==> src/rtl/prog_sequencer.sv <==
// prog_sequencer: fetches one program of opcodes from instruction RAM and streams them
// over valid/ready. Define PROG_SEQ_LOOP_EN to add loop_cnt (repeat the program loop_cnt+1 times).
module prog_sequencer #(
    parameter int BLOCK_BITS = 3,
    parameter int ADDR_BITS  = 6,
    parameter int MODE_BITS  = 2,
    parameter int TOC_WIDTH  = 4,
    parameter int PC_BITS    = 12,
    parameter int FIFO_DEPTH = 4,
    localparam int BC = (BLOCK_BITS + 1) * 2,
    localparam int CW = TOC_WIDTH + 2 * (BC + ADDR_BITS + MODE_BITS) + 1
) (
    input  logic             clk,
    input  logic             rst,
    input  logic             start,
    input  logic             abort,
    input  logic [PC_BITS:0] base_addr,
    input  logic [PC_BITS:0] prog_len,
`ifdef PROG_SEQ_LOOP_EN
    input  logic [7:0]       loop_cnt,
`endif
    output logic             mem_en,
    output logic [PC_BITS:0] mem_addr,
    input  logic [CW-1:0]    mem_data,
    output logic [CW-1:0]    code_out,
    output logic             code_valid,
    input  logic             code_ready,
    output logic             busy,
    output logic             done,
    output logic             err
);

    localparam int PW    = PC_BITS + 1;
    localparam int PTR_W = $clog2(FIFO_DEPTH);
    localparam int CNT_W = PTR_W + 1;

    typedef enum logic [1:0] {
        S_IDLE,
        S_RUN,
        S_DRAIN,
        S_DONE
    } state_t;

    state_t           state_reg;
    logic [PW-1:0]    ptr_reg;
    logic [PW-1:0]    base_reg;
    logic [PW-1:0]    len_reg;
    logic [PW-1:0]    rem_reg;
    logic             rd_pending_reg;
    logic             rd_last_reg;
    logic             err_reg;
    logic [PTR_W-1:0] wr_ptr_reg;
    logic [PTR_W-1:0] rd_ptr_reg;
    logic [CNT_W-1:0] count_reg;
`ifdef PROG_SEQ_LOOP_EN
    logic [7:0]       pass_left_reg;
`endif

    logic             flush;
    logic             fetch_room;
    logic             marker_hit;
    logic             rd_write;
    logic             fifo_wr;
    logic             pop;
    logic             last_fetch;
    logic             more_passes;
    logic             drain_done;
    logic [CNT_W:0]   occ;
    logic [CW-1:0]    fifo_q [FIFO_DEPTH];

    assign flush = abort && (state_reg != S_IDLE);

    // Reads already in flight reserve a slot so the FIFO can never overflow.
    assign occ        = {1'b0, count_reg} + {{CNT_W{1'b0}}, rd_pending_reg};
    assign fetch_room = occ < (CNT_W + 1)'(FIFO_DEPTH);

    // A zero word ends the pass, unless it belongs to the final read of a pass
    // that has already been closed off by the length count.
    assign marker_hit = rd_pending_reg && (mem_data == '0) && (state_reg == S_RUN) && !rd_last_reg;

    assign mem_en     = (state_reg == S_RUN) && fetch_room && !marker_hit && !abort;
    assign mem_addr   = ptr_reg;
    assign last_fetch = mem_en && (rem_reg == PW'(1));

    assign rd_write   = rd_pending_reg && (mem_data != '0);
    assign fifo_wr    = rd_write && !flush;
    assign code_valid = (count_reg != '0);
    assign pop        = code_valid && code_ready;
    assign code_out   = code_valid ? fifo_q[rd_ptr_reg] : '0;

    assign drain_done = !rd_pending_reg &&
                        ((count_reg == '0) || ((count_reg == CNT_W'(1)) && pop));

`ifdef PROG_SEQ_LOOP_EN
    assign more_passes = (pass_left_reg != 8'd0);
`else
    assign more_passes = 1'b0;
`endif

    assign busy = (state_reg != S_IDLE);
    assign done = (state_reg == S_DONE);
    assign err  = err_reg;

    genvar gi;
    generate
        for (gi = 0; gi < FIFO_DEPTH; gi++) begin : g_entry
            logic [CW-1:0] entry_reg;
            always_ff @(posedge clk or negedge rst) begin
                if (!rst) begin
                    entry_reg <= '0;
                end else if (fifo_wr && (wr_ptr_reg == PTR_W'(gi))) begin
                    entry_reg <= mem_data;
                end
            end
            assign fifo_q[gi] = entry_reg;
        end
    endgenerate

    always_ff @(posedge clk or negedge rst) begin
        if (!rst) begin
            state_reg      <= S_IDLE;
            ptr_reg        <= '0;
            base_reg       <= '0;
            len_reg        <= '0;
            rem_reg        <= '0;
            rd_pending_reg <= 1'b0;
            rd_last_reg    <= 1'b0;
            err_reg        <= 1'b0;
            wr_ptr_reg     <= '0;
            rd_ptr_reg     <= '0;
            count_reg      <= '0;
`ifdef PROG_SEQ_LOOP_EN
            pass_left_reg  <= 8'd0;
`endif
        end else if (flush) begin
            // Abort: drop buffered and in-flight data, no done pulse.
            state_reg      <= S_IDLE;
            rd_pending_reg <= 1'b0;
            rd_last_reg    <= 1'b0;
            wr_ptr_reg     <= '0;
            rd_ptr_reg     <= '0;
            count_reg      <= '0;
        end else begin
            rd_pending_reg <= mem_en;
            rd_last_reg    <= last_fetch;
            if (fifo_wr) begin
                wr_ptr_reg <= wr_ptr_reg + PTR_W'(1);
            end
            if (pop) begin
                rd_ptr_reg <= rd_ptr_reg + PTR_W'(1);
            end
            count_reg <= count_reg + CNT_W'(fifo_wr) - CNT_W'(pop);

            if (mem_en) begin
                ptr_reg <= ptr_reg + PW'(1);
                rem_reg <= rem_reg - PW'(1);
                if (ptr_reg == '1) begin
                    err_reg <= 1'b1;
                end
            end

            case (state_reg)
                S_IDLE: begin
                    if (start && !abort) begin
                        base_reg  <= base_addr;
                        len_reg   <= prog_len;
                        ptr_reg   <= base_addr;
                        rem_reg   <= prog_len;
                        err_reg   <= 1'b0;
`ifdef PROG_SEQ_LOOP_EN
                        pass_left_reg <= loop_cnt;
`endif
                        state_reg <= (prog_len == '0) ? S_DONE : S_RUN;
                    end
                end
                S_RUN: begin
                    if (last_fetch || marker_hit) begin
                        if (more_passes) begin
                            // Next pass starts fetching on the very next cycle.
                            ptr_reg <= base_reg;
                            rem_reg <= len_reg;
`ifdef PROG_SEQ_LOOP_EN
                            pass_left_reg <= pass_left_reg - 8'd1;
`endif
                        end else begin
                            state_reg <= S_DRAIN;
                        end
                    end
                end
                S_DRAIN: begin
                    if (drain_done) begin
                        state_reg <= S_DONE;
                    end
                end
                S_DONE: begin
                    state_reg <= S_IDLE;
                end
                default: begin
                    state_reg <= S_IDLE;
                end
            endcase
        end
    end

endmodule

==> config.mk <==
export PLATFORM = sky130hd
export DESIGN_NAME = prog_sequencer
export DESIGN_NICKNAME = d
export VERILOG_FILES = /design/src/rtl/prog_sequencer.sv
export SDC_FILE = /design/constraint.sdc
export NUM_CORES = 1
export LEC_CHECK = 0
export CAP_MARGIN = 0
export CORE_MARGIN = 2
export CORE_UTILIZATION = 50
export DETAILED_ROUTE_END_ITERATION = 6
export PLACE_DENSITY = 0.88
export SETUP_SLACK_MARGIN = 0.3
export SYNTH_ARGS = -nofsm -noshare
export SYNTH_HDL_FRONTEND = slang
export SYNTH_SLANG_ARGS = --single-unit
export TNS_END_PERCENT = 1
==> constraint.sdc <==
create_clock -name clk -period 2.83 [get_ports clk]
set_input_delay 0.849 -clock clk [delete_from_list [all_inputs] [get_ports clk]]
set_output_delay 0.849 -clock clk [all_outputs]
set_load 0.01 [all_outputs]
==> results of run 1 <==
[logic make-up (layout without fill, tap and decap cells)]
kind of cell	after synthesis	after routing	share of synthesized area, %
fa+ha+maj	15	15	2.07
buf+inv	57	262	3.84
simple gates	200	200	12.2
compound gates	63	63	5.26
flops	186	186	49.4
mux	187	187	26.8
xor+xnor	4	4	0.372
[layer usage]
layer / part of all wire (%) / wire length [µm] / track usage [%]
met2: 53 / 12200 / 40.6
met5: 0 / 0 / 0
met1: 41 / 9520 / 29.8
met3: 4.9 / 1140 / 4.86
met4: 1.8 / 408 / 7.32
[power breakdown]
part	internal, W	total (W)	switching, W
clock network	0.00127	0.00233	0.00107
registers	0.00373	0.00449	0.000756
logic	0.00377	0.00625	0.00247
total	0.00877	0.0131	0.00430
[Yosys cell counts, drive strengths merged, types with 2 or more instances]
cell,instances,share of area [%]
nand4b,2,0.19
nor2,30,1.2
and4,4,0.37
nor3,18,1.1
xnor2,3,0.28
nand3b,2,0.16
mux4,37,8.9
o41ai,5,0.47
o211a,2,0.21
nand2b,6,0.40
ha,14,1.9
a31oi,8,0.69
nor4b,3,0.28
or3,7,0.47
o211ai,7,0.56
and3,3,0.20
nand2,32,1.3
a221o,5,0.53
or4,5,0.44
o311ai,3,0.28
mux2,148,18
a211o,3,0.28
buf,22,2.4
nor2b,2,0.13
a311o,2,0.21
a32oi,2,0.19
mux2i,2,0.21
inv,15,0.60
dfrtp,186,49
nor4,15,1.0
nand4,8,0.53
a21oi,9,0.48
clkbuf,20,0.80
a22o,4,0.37
nand3,20,1.6
o21ai,6,0.32
and2,41,2.7
[layout by cell type (no fill, tap or decap), types with 13 or more instances in the layout]
| cell | instances |
|---|---|
| and2_4 | 29 |
| buf_12 | 23 |
| buf_2 | 14 |
| buf_4 | 63 |
| buf_6 | 39 |
| clkbuf_16 | 17 |
| clkdlybuf4s50_1 | 46 |
| dfrtp_1 | 184 |
| dlygate4sd2_1 | 15 |
| ha_1 | 13 |
| inv_1 | 14 |
| mux2_2 | 103 |
| mux2_4 | 34 |
| mux4_2 | 37 |
| nand2_1 | 30 |
| nand3_1 | 16 |
| nor2_1 | 30 |
| nor3_1 | 16 |
[what timing repair did]
item | CTS | global route
hold buffers | 0 | 0
cloned | 1 | 0
resized for setup | 278 | 93
buffers inserted | 6 | 0
pin swaps | 40 | 36
setup endpoints to repair | 222 | 192
[per-stage QoR]
step	setup TNS [ps]	hold WS, ps	power, W
floorplan	-260	455	0.00759
global placement	-87150	469	0.00974
detailed placement	-106080	481	0.00998
CTS	-1940	421	0.0126
global route	-1620	441	0.0138
finish	-289	407	0.0131
[path summary, 6_finish.rpt]
path,startpoint,end,slack [ps],cells past startpoint
max in group asynchronous,rst,g_entry[3].entry_reg[5]$_DFFE_PN0P_,1680,2
max,mem_data[21],mem_en,-200,8
max reg2reg,count_reg[1]$_DFF_PN0_,count_reg[1]$_DFF_PN0_,380,10
min in group clk,g_entry[3].entry_reg[1]$_DFFE_PN0P_,g_entry[3].entry_reg[1]$_DFFE_PN0P_,490,1
min reg2reg,g_entry[3].entry_reg[1]$_DFFE_PN0P_,g_entry[3].entry_reg[1]$_DFFE_PN0P_,490,1
min,rst,err$_DFFE_PN0N_,410,1
[cell type report]
| cell class | instances | share of cell area (%) |
|---|---|---|
| Sequential cell | 186 | 37.2 |
| Inverter | 15 | 0.449 |
| Clock inverter | 12 | 1.03 |
| Tap cell | 234 | 2.34 |
| Timing Repair Buffer | 216 | 17.7 |
| Clock buffer | 19 | 3.54 |
| Multi-Input combinational cell | 469 | 37.8 |
[worst max-delay path, delay by kind of cell]
| kind | cells | cell delay [ps] |
|---|---|---|
| buf+inv | 4 | 580 |
| simple gates | 4 | 730 |
==> metrics.cfg, run 1 <==
[status]
outcome=finished, violations left
violations=negative setup slack

[floorplan]
rows=50
die_x_um=141
design.core.area_um2=18600
dieArea_um2=19900
io-pin-count=123
start_util_pct=50.7
dieHeight_um=141

[clocking]
cts_buffer_depth=2
cts_tree=done
root_buffer=clkbuf_16
cts_buffers=17
clock_latency_ps=430
h-tree-depth=4
clock-sinks=186
cts.clk_slew.worst_paths_ps=70

[drt]
drt_pass1_iterations=5
drt_iter0_drc=383
viasPerCell=5.91
drcViolationCount=0
routedWlPerCell_um=20.3
vias=6802
ant_nets=0
drt-total-wl_um=23300

[finish]
largest_reg_flops=148
final_cell_area_um2=12500
fin_util_pct=67.4
drive_gt1_share_pct=44.7
fillers=1263
num_antenna_cells=0
syn_to_final_growth_pct=33.1
multiInputGateArea_um2=4740
seq_area_um2=4660
fin_cells=1151
nNetsFinal=988

[place]
placed_cell_area_um2=11500
place_inst=1113
gp_congestion=0.939
port_buffers=122
dp_hpwl_um=15400
pre_cts_slack_ps=-1080

[power_and_ir_drop]
ir_drop_mv=0.438
pwr_density_cell_nw_per_um2=1040
p_leak_nw=5.79

[yosys]
synth_warnings=0
postSynthCellCount=712
synth_nets=795
synth-seq-area-share_pct=49.4
syn-cell-area_um2=9410
avgSynthCellArea_um2=13.2
synthArstFlopShare_pct=100
synth_enable_flop_cells=0
ys.flop_type=dfrtp_1
synth_seq_cells=186
ys_types=59

[critical_path]
cpPeakStageDelay_ps=260
crit_required_ps=1980
crit_path_cell_trace=dlygate4sd2_1 -> nor4_2 -> buf_4 -> and4_4 -> nand4_1 -> nand2_1 -> inv_2 -> buf_6
critPathMaxFanout=2
path_class=primary input to output pin
critPathArrivalTime_ps=2180
critPathLaunchType=primary input
cp-end-kind=output pin
critPathSlowestCell=dlygate4sd2_1

[job]
cap_viol_max_count=0

[global_routing]
grt_pass1_wl_um=36400
first_global_vias=7135
track_usage_pct=23.5
grt_antenna_before_repair=0
grt-ovfl-total=0
grt_max_degree=63

[timing]
fin_crit_sh_pct=107
finalHoldViolCount=0
fmax_mhz=330
setup-violations-final=11
worstMarginPinSlew_ps=628
rsz0062_at_grt=yes
slew_viol_final=0
slew_headroom_pct=58.1
finClkSkew_ps=12.9
fin_crit_ps=3030
worst_slack_ps=-196

[worst_hold_path]
hold_path.class=primary input to async pin

(Power assumes the default switching activity.)
==> run 2, diff against run 1 <==
- GPL_ROUTABILITY_DRIVEN: default -> 1
==> results of run 2 <==
No change in the layout: final DEF, timing and power equal those of run 1.
==> run 3, diff against run 2 <==
- CORE_MARGIN: 2 -> default
- SKIP_CTS_REPAIR_TIMING: default -> 1
==> run 3 against run 2 <==
  * The run ends with design-rule violations, negative setup slack left
  * Global-route usage increased by 0.63 points
  * Clock skew decreased by 5.9 ps
  * Clock power about the same
  * Highest routed layer unchanged
  * Routed wire length decreased by 2.5%
  * Critical path type unchanged
  * Fmax decreased by 1.7%
  * First-iteration DRC count increased by 22%
  * Combinational power decreased by 11%
  * Count of clock-buffer cells in the layout unchanged
  * Sequential power decreased by 1%
==> metrics.cfg, run 3 (synthesized netlist as in run 1, its figures left out) <==
[status]
outcome=finished, violations left  ; unchanged
violations=design-rule violations, negative setup slack  ; was negative setup slack

[power_and_ir_drop]
ir_drop_mv=0.555  ; was 0.438 mV
p_leak_nw=5.78  ; was 5.79 nW
p_sw_share_pct=33.8  ; was 32.9%
switchingPower_w=0.00417  ; was 0.00430 W
internal_power_w=0.00815  ; was 0.00877 W
p_seq_share_pct=36.0  ; was 34.3%
combPwrFrac_pct=45.0  ; was 47.8%
power_frac_clock_pct=19.0  ; was 17.9%
pwr_density_cell_nw_per_um2=1000  ; was 1040 nW/µm²

[global_routing]
grt_max_degree=55  ; was 63
track_usage_pct=24.1  ; was 23.5%
first_global_vias=7083  ; was 7,135
grt_pass1_wl_um=36500  ; was 36,400 µm
grt_antenna_before_repair=0  ; unchanged
grt-ovfl-total=0  ; unchanged

[floorplan]
io-pin-count=123  ; unchanged
rows=49  ; was 50
design.core.area_um2=18200  ; was 18,600 µm²
dieHeight_um=139  ; was 141 µm
dieArea_um2=19400  ; was 19,900 µm²
die_x_um=139  ; was 141 µm
start_util_pct=51.7  ; was 50.7%

[timing]
fin_crit_sh_pct=109  ; was 107%
rsz0062_at_grt=yes  ; unchanged
worstMarginPinSlew_ps=535  ; was 628 ps
whs_ps=360  ; was 407 ps
slew_viol_final=0  ; unchanged
fin_crit_ps=3080  ; was 3030 ps
fmax_mhz=325  ; was 330 MHz
setup-violations-final=4  ; was 11
finClkSkew_ps=7.00  ; was 12.9 ps
worst_slack_ps=-248  ; was -196 ps
slew_headroom_pct=64.4  ; was 58.1%
finalHoldViolCount=0  ; unchanged

[clocking]
cts_tree=done  ; unchanged
clock-sinks=186  ; unchanged
h-tree-depth=4  ; unchanged
clock_latency_ps=430  ; about the same
cts.clk_slew.worst_paths_ps=70  ; about the same
cts_buffer_depth=2  ; unchanged
root_buffer=clkbuf_16  ; unchanged
cts_buffers=17  ; unchanged

[drt]
drt_pass1_iterations=7  ; was 5
routedWlPerCell_um=19.8  ; was 20.3 µm
drcViolationCount=6  ; was 0
viasPerCell=5.94  ; was 5.91
drt_iter0_drc=468  ; was 383
ant_nets=0  ; unchanged
drt-total-wl_um=22700  ; was 23,300 µm
vias=6806  ; was 6,802

[place]
dp_hpwl_um=15100  ; was 15,400 µm
gp_congestion=0.869  ; was 0.939
port_buffers=122  ; unchanged
place_inst=1105  ; was 1,113

[job]
cap_viol_max_count=0  ; unchanged

[critical_path]
regToRegSetupSlack_ps=360  ; was 380 ps
r2r-start=count_reg[2]$_DFF_PN0_  ; was count_reg[1]$_DFF_PN0_
path_class=primary input to output pin  ; unchanged
critPathLaunchType=primary input  ; unchanged
r2r_cells=11  ; was 10
crit_required_ps=1980  ; about the same
critPathSlowestCell=or4_4  ; was dlygate4sd2_1
critPathMaxFanout=3  ; was 2
crit_top_cell=buf_6
cp-end-kind=output pin  ; unchanged
cpLargestDelayFamily=simple AND/OR/NAND/NOR gates  ; unchanged
crit_path_cell_trace=buf_6 -> or4_4 -> nor3_4 -> nand4_1 -> nand2_2 -> inv_2 -> buf_6  ; was dlygate4sd2_1 -> nor4_2 -> buf_4 -> and4_4 -> nand4_1 -> nand2_1 -> inv_2 -> buf_6
critPathArrivalTime_ps=2230  ; was 2180 ps
r2r-end=count_reg[2]$_DFF_PN0_  ; was count_reg[1]$_DFF_PN0_
cpPeakStageDelay_ps=540  ; was 260 ps
crit_buf_inv=3  ; was 4

[finish]
drive_gt1_share_pct=41.3  ; was 44.7%
nNetsFinal=986  ; was 988
layout_common_cells=dfrtp_1 (184), mux2_2 (137), buf_4 (61), clkdlybuf4s50_1 (47), mux4_2 (37)  ; was dfrtp_1 (184), mux2_2 (103), buf_4 (63), clkdlybuf4s50_1 (46), buf_6 (39)
fin_cells=1145  ; was 1,151
num_antenna_cells=0  ; unchanged
mostFrequentLayoutCell=dfrtp_1  ; unchanged
syn_to_final_growth_pct=30.3  ; was 33.1%
largest_reg_flops=148  ; unchanged

[worst_hold_path]
hold_path.class=primary input to async pin  ; unchanged

## run 3: cell count changes in the layout (fill, tap and decap cells not counted), sizes merged
| cell | before | now |
|---|---|---|
| buf | 141 | 100 |
| clkbuf | 21 | 53 |
| dlymetal6s2s | 1 | 33 |
| dlygate4sd2 | 15 | 0 |
| clkdlybuf4s15 | 11 | 0 |
| inv | 23 | 19 |
| clkinvlp | 1 | 4 |
| clkinv | 2 | 4 |
| clkdlybuf4s50 | 46 | 47 |
## run 3: power groups by stage
stage	combinational [W]	clock, W	sequential [W]
after floorplan	0.00333	0	0.00426
after CTS	0.00551	0.00237	0.00443
after global routing	0.00598	0.00247	0.00457
after detailed placement	0.00547	0	0.00447
after global placement	0.00531	0	0.00438
final	0.00554	0.00234	0.00443
## run 3: area by class of cell
cell class                      instances  area, µm²
Fill cell                            1239       5950
Sequential cell                       186       4660
Multi-Input combinational cell        469       4520
Timing Repair Buffer                  214       2160
Clock buffer                           19        433
Tap cell                              229        287
Clock inverter                         13        141
Inverter                               15       56.3
## run 3: worst max-delay path by stage
| stage | start | end | slack [ps] | cells after the start |
|---|---|---|---|---|
| after floorplan | mem_data[8] | count_reg[2]$_DFF_PN0_ | -150 | 11 |
| after global placement | mem_data[11] | mem_en | -980 | 7 |
| after detailed placement | mem_data[13] | mem_en | -1020 | 7 |
| after CTS | mem_data[13] | mem_en | -1110 | 7 |
| after global routing | mem_data[10] | mem_en | -310 | 7 |
| final | mem_data[10] | mem_en | -250 | 7 |
## run 3: worst register-to-register path, cell delays in order, from the launching register on
cell	delay (ps)
dfrtp_1	390
buf_6	130
or3_4	390
buf_12	170
and2_1	190
ha_1	290
inv_1	50
ha_1	120
inv_1	50
fa_1	380
xnor2_1	140
nor2_1	50
## run 3: stage by stage
stage          instance area, µm²  util, %  setup TNS (ps)  setup WS (ps)  power [W]
2_1_floorplan                9410        -            -260           -150    0.00759
3_3_place_gp                11500     62.9          -85900           -981    0.00969
3_5_place_dp                11500     62.9          -88210          -1020    0.00994
4_1_cts                     12000     66.1          -38990          -1110     0.0123
5_1_grt                     12300     67.3           -1150           -308     0.0130
6_report                    12300     67.3            -343           -248     0.0123
## run 3: per-layer routing
layer	part of all wire [%]	global-route usage, %	vias to the layer above	wire [µm]
met5	0	0	-	0
met4	1.6	7.95	0	362
met3	5.3	5.08	36	1200
met2	52	40.6	238	11700
met1	41	31.1	3489	9410
li1	-	-	3043	-
